$ cat src/rtl/wb_port_arb_if.sv
// wb_port_arb_if: requester writeback inputs and dual register-file write ports
interface wb_port_arb_if #(
  parameter int DATA_W = 16,
  parameter int ADDR_W = 3
);
  logic [3:0]          req_valid;
  logic [4*ADDR_W-1:0] req_addr;
  logic [4*DATA_W-1:0] req_data;
  logic [3:0]          req_ready;
  logic                wen0;
  logic [ADDR_W-1:0]   waddr0;
  logic [DATA_W-1:0]   wdata0;
  logic                wen1;
  logic [ADDR_W-1:0]   waddr1;
  logic [DATA_W-1:0]   wdata1;
  logic [7:0]          conflict_cnt;
  modport master (
    output req_valid, req_addr, req_data,
    input  req_ready, wen0, waddr0, wdata0, wen1, waddr1, wdata1, conflict_cnt
  );
  modport slave (
    input  req_valid, req_addr, req_data,
    output req_ready, wen0, waddr0, wdata0, wen1, waddr1, wdata1, conflict_cnt
  );
endinterface

$ cat src/rtl/wb_port_arb.sv
// wb_port_arb: four one-entry writeback buffers arbitrated round-robin onto two register-file write ports
module wb_port_arb #(
  parameter int DATA_W = 16,
  parameter int ADDR_W = 3
) (
  input logic          clk,
  input logic          rst_n,
  wb_port_arb_if.slave bus
);
  logic [3:0]        held;
  logic [ADDR_W-1:0] haddr [4];
  logic [DATA_W-1:0] hdata [4];
  logic [1:0]        rr_ptr, ga, gb, j, defer;
  logic              ga_v, gb_v;
  logic [3:0]        grant, cap;
  logic [8:0]        cnt_sum;
  assign bus.req_ready = ~held;
  assign cap = bus.req_valid & ~held;
  assign grant = (ga_v ? 4'(1) << ga : 4'd0) | (gb_v ? 4'(1) << gb : 4'd0);
  assign cnt_sum = {1'b0, bus.conflict_cnt} + 9'(defer);
  // port B is checked before A is claimed so the A entry never competes with itself
  always_comb begin
    ga_v = 1'b0;
    gb_v = 1'b0;
    ga = rr_ptr;
    gb = rr_ptr;
    j = rr_ptr;
    defer = '0;
    for (int k = 0; k < 4; k++) begin
      j = rr_ptr + 2'(k);
      if (held[j] && ga_v && !gb_v) begin
        if (haddr[j] == haddr[ga]) defer = defer + 2'd1;
        else begin
          gb_v = 1'b1;
          gb = j;
        end
      end
      if (held[j] && !ga_v) begin
        ga_v = 1'b1;
        ga = j;
      end
    end
  end
  always_ff @(posedge clk) begin
    for (int i = 0; i < 4; i++) begin
      if (cap[i]) begin
        haddr[i] <= bus.req_addr[i*ADDR_W +: ADDR_W];
        hdata[i] <= bus.req_data[i*DATA_W +: DATA_W];
      end
    end
  end
  always_ff @(posedge clk) begin
    if (!rst_n) begin
      held <= '0;
      rr_ptr <= '0;
      bus.wen0 <= 1'b0;
      bus.wen1 <= 1'b0;
      bus.waddr0 <= '0;
      bus.waddr1 <= '0;
      bus.wdata0 <= '0;
      bus.wdata1 <= '0;
      bus.conflict_cnt <= '0;
    end else begin
      held <= (held & ~grant) | cap;
      bus.wen0 <= ga_v;
      bus.wen1 <= gb_v;
      if (ga_v) begin
        bus.waddr0 <= haddr[ga];
        bus.wdata0 <= hdata[ga];
        rr_ptr <= (gb_v ? gb : ga) + 2'd1;
      end
      if (gb_v) begin
        bus.waddr1 <= haddr[gb];
        bus.wdata1 <= hdata[gb];
      end
      bus.conflict_cnt <= cnt_sum > 9'd255 ? 8'd255 : cnt_sum[7:0];
    end
  end
endmodule

$ cat src/flat_wrapper.sv
// flat-port wrapper written by rule: the top's interface ports become plain ports
module wb_port_arb_flat 
#(
  parameter int DATA_W = 16,
  parameter int ADDR_W = 3
)
  (clk, rst_n, bus_req_valid, bus_req_addr, bus_req_data, bus_req_ready, bus_wen0, bus_waddr0, bus_wdata0, bus_wen1, bus_waddr1, bus_wdata1, bus_conflict_cnt);
  wb_port_arb_if #(.DATA_W(DATA_W), .ADDR_W(ADDR_W)) bus_i ();
  input logic clk;
  input logic rst_n;
  input wire logic [$bits(bus_i.req_valid)-1:0] bus_req_valid;
  input wire logic [$bits(bus_i.req_addr)-1:0] bus_req_addr;
  input wire logic [$bits(bus_i.req_data)-1:0] bus_req_data;
  output wire logic [$bits(bus_i.req_ready)-1:0] bus_req_ready;
  output wire logic [$bits(bus_i.wen0)-1:0] bus_wen0;
  output wire logic [$bits(bus_i.waddr0)-1:0] bus_waddr0;
  output wire logic [$bits(bus_i.wdata0)-1:0] bus_wdata0;
  output wire logic [$bits(bus_i.wen1)-1:0] bus_wen1;
  output wire logic [$bits(bus_i.waddr1)-1:0] bus_waddr1;
  output wire logic [$bits(bus_i.wdata1)-1:0] bus_wdata1;
  output wire logic [$bits(bus_i.conflict_cnt)-1:0] bus_conflict_cnt;
  assign bus_i.req_valid = bus_req_valid;
  assign bus_i.req_addr = bus_req_addr;
  assign bus_i.req_data = bus_req_data;
  assign bus_req_ready = bus_i.req_ready;
  assign bus_wen0 = bus_i.wen0;
  assign bus_waddr0 = bus_i.waddr0;
  assign bus_wdata0 = bus_i.wdata0;
  assign bus_wen1 = bus_i.wen1;
  assign bus_waddr1 = bus_i.waddr1;
  assign bus_wdata1 = bus_i.wdata1;
  assign bus_conflict_cnt = bus_i.conflict_cnt;
  wb_port_arb #(.DATA_W(DATA_W), .ADDR_W(ADDR_W)) u_core (.clk(clk), .rst_n(rst_n), .bus(bus_i));
endmodule
$ cat config.mk
export PLATFORM = sky130hd
export DESIGN_NAME = wb_port_arb_flat
export DESIGN_NICKNAME = d
export VERILOG_FILES = /design/src/rtl/wb_port_arb_if.sv /design/src/rtl/wb_port_arb.sv /design/src/flat_wrapper.sv
export SDC_FILE = /design/constraint.sdc
export NUM_CORES = 1
export LEC_CHECK = 0
export CORE_AREA = 3 3 109 132
export CTS_CLUSTER_DIAMETER = 120
export CTS_CLUSTER_SIZE = 24
export DETAILED_ROUTE_END_ITERATION = 8
export DIE_AREA = 0 0 112 135
export GPL_TIMING_DRIVEN = 0
export PLACE_DENSITY = 0.81
export SYNTH_ARGS = -nofsm -noshare
export SYNTH_HDL_FRONTEND = slang
export SYNTH_SLANG_ARGS = --single-unit
$ cat constraint.sdc
create_clock -name clk -period 11.75 [get_ports clk]
set_input_delay 2.35 -clock clk [delete_from_list [all_inputs] [get_ports clk]]
set_output_delay 2.35 -clock clk [all_outputs]
set_load 0.01 [all_outputs]
==> out/metrics.csv, run 1 <==
metric,value,unit
horizontal extent of the die,112,um
count of H-tree levels built during CTS,4,
yosys warns,0,
post-detailed-routing wire length,25.5,mm
Final Worst Setup Slack,6.68,ns
worst min path class,register to register,
Highest Clock Rate,197,MHz
number of slew-limit violations in the final report,0,
launch point of the worst hold path,u_core.bus.wdata0[7],
per-cell via count in the routed design,6.89,
detail-routed net length per standard cell,24.2,um
Max Fanout on Critical Path,10,
fraction of synthesized area in multiplexers,19.9,%
TritonCTS clock tree,built,
run status,"finished, final reports clean",
area of all placed cells without fillers,9810,um^2
vertical die dimension,135,um
buffers inserted by post-CTS timing repair,0,
synth-to-layout area growth,29.0,%
number of antenna violations at the first check in global routing,0,
final critical delay including setup and external delays,5.07,ns
global-route congestion overflow total,0,
synth unique cells,66,
sinks on the clock net,132,
TritonRoute pass-1 iters,6,
DR iter-0 viols,894,
overall track demand over capacity in global routing,33.2,%
average footprint of a synthesized cell,10.6,um^2
"Cell Area, Placed",9210,um^2
clock input transition at the sequential cells of the worst setup and hold paths,0.06,ns
die area,15100,um^2
parity-gate share of the synthesized area counting xor and xnor cells,1.73,%
combined area of all synthesized cells,7600,um^2
endpoint of the lowest-slack register-to-register path,u_core.bus.conflict_cnt[1],
max-cap violations,0,
max-slew headroom at the worst pin,36.9,%
number of gates given a new drive strength after cts,0,
leading register cell type out of synthesis,edfxtp_1,
total of flip-flops plus latches after synthesis,132,
part of the Yosys area used for sequential elements,44.8,%
hold buffers post-CTS,0,
hold endpoint,u_core.bus.wdata0[7],
final cycle utilization of the critical path,43.2,%
Post-Route Utilization,74.4,%
simple-gate area share of the yosys netlist,12.7,%
Final Hold Violating Endpoints,0,
via count of the first global-routing pass,7070,
"Clk Latency, worst-skew pair",0.42,ns
total of endpoints with negative setup slack in the final report,0,
cell area power density,246,nW/um^2
WP data arrival,5.42,ns
count of nets left with antenna violations after detail routing,0,
logic depth of the worst register-to-register path,17,
launch instance of the worst register-to-register path,u_core.rr_ptr[1],
ratio of cells with drive above 1 in the final layout,12.2,%
slack of the worst reg-to-reg path,6.68,ns
largest net degree at the start of global routing,17,
Site Rows,46,
compound-cell area share of the yosys netlist,16.4,%
Synth async-reset ratio,0,%
final net count,958,
actual slew at the worst max-slew pin,0.947,ns
Leakage,3.33,nW
post-synthesis net count,802,
HPWL after DPL,17.4,mm
number of inserted filler cells in the final layout,936,
count of antenna diodes in the layout,0,
wire length of the first global-routing pass,38.8,mm
dominant combinational cell family by area after synthesis,multiplexers,
drc violations,0,
critical path capture point type,register,
worst IR drop on VDD,0.000155,V
count of vias placed by the detailed router,7253,
global placer's final weighted congestion,0.948,
TritonCTS Buffers,17,
starting density of the core,57.7,%
maximum buffer depth of the clock tree,2,
Setup WS pre-CTS,6.87,ns
Port Buffers,133,
Worst Setup Path Type,register to register,
final sum of negative setup slack,0,ns
io pins,134,
Min-Delay Path Depth,2,
kind of start point of the critical path,register,
core box area,13200,um^2
RSZ-0062 raised after global routing,no,
count of flip-flops with a built-in enable after synthesis,76,
Clock Root Buffer,clkbuf_16,
largest clock skew in the final design,0.0107,ns
fraction of the mapped netlist area in adder cells,0.757,%
critical path required time,12.09,ns
Synth Instances,716,
area by class of cell:
cell class                      count  area, um^2  area share (%)
Multi-Input combinational cell    517        3930            40.0
Sequential cell                   132        3400            34.7
Timing Repair Buffer              137        1390            14.2
Clock buffer                       18         429            4.38
Buffer                             55         238            2.42
Tap cell                          168         210            2.14
Clock inverter                     14         166            1.70
Inverter                           12        45.0           0.459
through the flow:
step / cells / power, mW / hold WS [ns]
after floorplan: 716 / 1.42 / 0.476
after global placement: 1017 / 1.78 / 0.445
after detailed placement: 1021 / 1.83 / 0.446
after CTS: 1053 / 2.38 / 0.453
after global routing: 1053 / 2.51 / 0.468
final: 1053 / 2.41 / 0.452
cell families (layout without fill, tap and decap cells):
family                   after synthesis  after routing
multiplexers                          95             95
AO/OA/AOI/OAI                        194            194
buffers and inverters                 67            236
XOR/XNOR                              15             15
flip-flops                           132            132
adder cells (fa/ha/maj)                4              4
AND/OR/NAND/NOR                      209            209
layer usage:
layer  vias to the layer above  global-route usage, %  share of wire (%)
li1                       3040                      -                  -
met1                      3455                   40.9                 34
met2                       623                   56.4                 50
met3                       135                   6.28                 10
met4                         0                   16.0                5.3
met5                         -                      0                  0
layout by cell type (no fill, tap or decap), drive strengths merged, types with 4 or more instances in the layout:
cell and instances:
nor3 19, xor2 4, nand3b 4, o21a 5, nor2 36, mux2i 49, nor2b 12, buf 23
xnor2 11, nand3 12, mux4 45, a21oi 70, nand2b 6, inv 19, edfxtp 76, o21ai 59
dfxtp 56, clkbuf 54, o211ai 8, nand2 99, clkdlybuf4s50 133, a2111oi 18
critical path: stages (launching register included):
cell and delay [ns]:
dfxtp_1 0.38, buf_4 0.22, buf_6 0.18, buf_2 0.27
mux4_2 0.58, xnor2_1 0.15, nand3_1 0.17, nor2b_1 0.42
clkbuf_1 0.41, clkbuf_1 0.59, a21oi_1 0.12, xnor2_1 0.20
ha_1 0.20, inv_1 0.06, fa_1 0.43, nor2_1 0.19
nand3_1 0.22, a21oi_1 0.21
power by group:
group          internal, mW  total [mW]  switching (mW)
logic                 0.501        1.22           0.722
clock network         0.319       0.540           0.220
registers             0.580       0.647          0.0675
total                  1.40        2.41            1.01
cell usage after synthesis (all sizes together), types with 4 or more instances:
cell | number | area, um^2
edfxtp | 76 | 2280
nor2b | 12 | 77.6
nor3 | 19 | 95.1
nand2b | 6 | 37.5
buf | 19 | 103
xnor2 | 11 | 96.3
dfxtp | 56 | 1120
xor2 | 4 | 35.0
inv | 11 | 41.3
mux2i | 49 | 490
clkbuf | 36 | 135
a2111oi | 18 | 158
a21oi | 70 | 350
mux4 | 45 | 1010
nor2 | 36 | 138
o21ai | 59 | 295
o211ai | 8 | 70.1
nand3 | 12 | 60.1
o21a | 5 | 37.5
nand2 | 99 | 372
nand3b | 4 | 30.0
state kept, by name, indices dropped and copies added, names as in the netlist, named ones only:
register / flops
u_core.haddr: 12
u_core.held: 4
u_core.hdata: 64
u_core.bus.waddr1: 3
u_core.bus.waddr0: 3
u_core.bus.wen1: 1
u_core.bus.wdata1: 16
u_core.rr_ptr: 2
u_core.bus.wdata0: 16
u_core.bus.conflict_cnt: 8
u_core.bus.wen0: 1
how the worst max path moves through the flow:
stage                     startpoint                    endpoint  slack [ns]  cells after the start
finish              u_core.rr_ptr[1]  u_core.bus.conflict_cnt[1]        6.68                     17
floorplan             u_core.held[2]  u_core.bus.conflict_cnt[0]        7.66                     15
global route        u_core.rr_ptr[1]  u_core.bus.conflict_cnt[1]        6.37                     17
CTS                 u_core.rr_ptr[1]  u_core.bus.conflict_cnt[1]        6.77                     17
global placement    bus_req_valid[2]          u_core.haddr[2][0]        6.64                      2
detailed placement  u_core.rr_ptr[1]  u_core.bus.conflict_cnt[1]        6.87                     17
Power figures use the tool's default switching activity.
==> run 2, diff against run 1 <==
Settings changed: CORE_AREA 3 3 109 132 to 3 3 119 144, DIE_AREA 0 0 112 135 to 0 0 122 147, PLACE_DENSITY 0.81 to 0.72.
Clock period 11.75 ns to 4.4 ns, I/O delays scaled along.
==> run 2 against run 1 <==
Clock-buffer cell count unchanged; maximum frequency increased by 22%; register-to-register slack got worse by 6.4 ns; critical path depth unchanged; setup slack worse by 6.4 ns; sequential power rose to 2.7 times the previous value; non-clock buffer count grew 3; design area up 0.85%; clock power up 140%; sequential cell count did not move; combinational power rose to 2.7 times the previous value; critical path type unchanged; largest cell class unchanged; largest power group unchanged.
==> out/metrics.csv, run 2 (synthesized netlist as in run 1, its figures left out) <==
metric,value,unit,change
detail-routed net length per standard cell,23.3,um,-3.8%
Clock Root Buffer,clkbuf_16,,
final critical delay including setup and external delays,4.16,ns,-0.915 ns
total internal power,3.71,mW,+170%
io pins,134,,unchanged
count of antenna diodes in the layout,0,,unchanged
Port Buffers,133,,unchanged
TritonCTS Buffers,17,,unchanged
"commonest cells after routing, fill and taps aside","clkdlybuf4s50_1, nand2_1, edfxtp_1, a21oi_1, dfxtp_1",,
worst min path class,register to register,,
kind of start point of the critical path,register,,
register with the most flip-flops,u_core.hdata,,
drc violations,0,,unchanged
Setup WS pre-CTS,-0.595,ns,-7.46 ns
DR iter-0 viols,727,,-19%
sw power,2.67,mW,+160%
largest clock skew in the final design,0.00864,ns,-0.00205 ns
global-route congestion overflow total,0,,unchanged
max-slew headroom at the worst pin,32.3,%,-4.6 points
final cycle utilization of the critical path,94.5,%,+51 points
global placer's final weighted congestion,0.918,,-3.2%
TritonCTS clock tree,built,,
CP most frequent cell,buf_4,,
number of inserted filler cells in the final layout,1306,,+40%
starting density of the core,48.4,%,-9.3 points
count of H-tree levels built during CTS,4,,unchanged
maximum buffer depth of the clock tree,2,,unchanged
"Cell Area, Placed",9250,um^2,+0.35%
total area of multi-input combinational cells,3990,um^2,+1.5%
max-cap violations,0,,unchanged
ratio of cells with drive above 1 in the final layout,13.7,%,+1.5 points
clock group share of total power,20.7,%,-1.7 points
area of all placed cells without fillers,9890,um^2,+0.85%
worst IR drop on VDD,0.000309,V,+99%
leading registers by flop count,"u_core.hdata: 64 flops, u_core.bus.wdata0: 16 flops, u_core.bus.wdata1: 16 flops",,
count of vias placed by the detailed router,6898,,-4.9%
final net count,961,,+0.31%
final sum of negative setup slack,0,ns,unchanged
synth-to-layout area growth,30.1,%,
die area,17900,um^2,+19%
largest stage delay on the critical path,0.55,ns,-0.04 ns
wire length of the first global-routing pass,39.7,mm,+2.3%
PnR Total Power,6.38,mW,+160%
HPWL after DPL,17.6,mm,+1.0%
crit path cell chain,buf_4 > buf_6 > buf_4 > mux4_2 > xnor2_1 > nand3_2 > nand2b_1 > buf_4 > nand4b_1 > or3b_1 > a21boi_1 > o21a_1 > ha_1 > a21oi_2 > nor3b_2 > and3_1 > o211a_1,,
number of antenna violations at the first check in global routing,0,,unchanged
largest net degree at the start of global routing,21,,+4
Leakage,3.37,nW,+1.2%
core box area,15700,um^2,+19%
horizontal extent of the die,122,um,+8.9%
overall track demand over capacity in global routing,28.9,%,-4.3 points
sinks on the clock net,132,,unchanged
count of nets left with antenna violations after detail routing,0,,unchanged
portion of total power attributed to sequential cells,27.0,%,about the same
total of endpoints with negative setup slack in the final report,0,,unchanged
number of slew-limit violations in the final report,0,,unchanged
per-cell via count in the routed design,6.29,,-8.6%
Final Hold Violating Endpoints,0,,unchanged
actual slew at the worst max-slew pin,1.02,ns,+0.0692 ns
clock input transition at the sequential cells of the worst setup and hold paths,0.06,ns,about the same
Highest Clock Rate,240,MHz,+22%
Worst Setup Path Type,register to register,,
vertical die dimension,147,um,+8.9%
Combinational Power Share,52.3,%,+1.6 points
TritonRoute pass-1 iters,5,,-1
Min-Delay Path Depth,2,,unchanged
switching portion of total power,41.8,%,-0.062 points
logic depth of the worst register-to-register path,17,,unchanged
Final Worst Setup Slack,0.241,ns,-6.44 ns
cell area power density,645,nW/um^2,+160%
slowest CP cell,mux4_2,,
post-detailed-routing wire length,25.5,mm,+0.17%
Site Rows,50,,+8.7%
via count of the first global-routing pass,7292,,+3.1%
Sequential cell area,3400,um^2,unchanged
"Clk Latency, worst-skew pair",0.43,ns,about the same
WP data arrival,4.47,ns,-0.95 ns
number of flip-flops in the largest register,64,,unchanged
"most common cell after layout, fill and taps aside",clkdlybuf4s50_1,,
critical path capture point type,register,,
Max Fanout on Critical Path,10,,unchanged
critical path required time,4.72,ns,-7.37 ns
run status,"finished, final reports clean",,
## run 2: critical path, delay by kind of cell, from the launching register on
family	cells	cell delay, ns
simple gates	6	1.16
buf+inv	4	0.80
compound gates	4	0.73
mux	1	0.55
flops	1	0.35
fa+ha+maj	1	0.24
xor+xnor	1	0.23
## run 2: path summary, 6_finish.rpt
kind | startpoint | to | slack [ns]
max | u_core.rr_ptr[1] | u_core.bus.conflict_cnt[7] | 0.24
min | u_core.bus.wdata0[7] | u_core.bus.wdata0[7] | 0.45
max reg2reg | u_core.rr_ptr[1] | u_core.bus.conflict_cnt[7] | 0.24
min reg2reg | u_core.bus.wdata0[7] | u_core.bus.wdata0[7] | 0.45
## run 2: area by class of cell
cell class,instances,area share [%]
plain buffers,55,2.55
clock buffers,18,4.34
clock inverters,14,1.14
inverters,12,0.455
multi-input cells,517,40.3
flip-flops and latches,132,34.4
well taps,208,2.63
repair buffers,140,14.2
## run 2: power groups by stage
stage | Combinational [mW] | Clock, mW | Sequential (mW)
final | 3.34 | 1.32 | 1.72
after global routing | 3.57 | 1.39 | 1.75
after CTS | 3.24 | 1.32 | 1.72
after detailed placement | 3.18 | 0 | 1.74
after global placement | 3.12 | 0 | 1.74
after floorplan | 2.04 | 0 | 1.74
## run 2: metrics by stage
step	instances	utilization [%]	hold WS [ns]
2_1_floorplan	716	-	0.476
3_3_place_gp	1057	58.5	0.445
3_5_place_dp	1058	58.9	0.448
4_1_cts	1091	62.6	0.454
5_1_grt	1096	63.0	0.475
6_report	1096	63.0	0.450
## run 2: metal layers
| metal | wire, um | vias up | track usage [%] |
|---|---|---|---|
| met4 | 925 | 0 | 14.1 |
| li1 | - | 3049 | - |
| met1 | 9790 | 3362 | 36.0 |
| met5 | 0 | - | 0 |
| met3 | 2020 | 75 | 5.85 |
| met2 | 12800 | 412 | 47.7 |
## run 2: repair_timing
| item | in CTS | in global routing |
|---|---|---|
| hold buffers | 0 | 0 |
| pin swaps | 1 | 2 |
| buffers inserted | 1 | 5 |
| resized for setup | 10 | 14 |
| setup endpoints to repair | 8 | 8 |
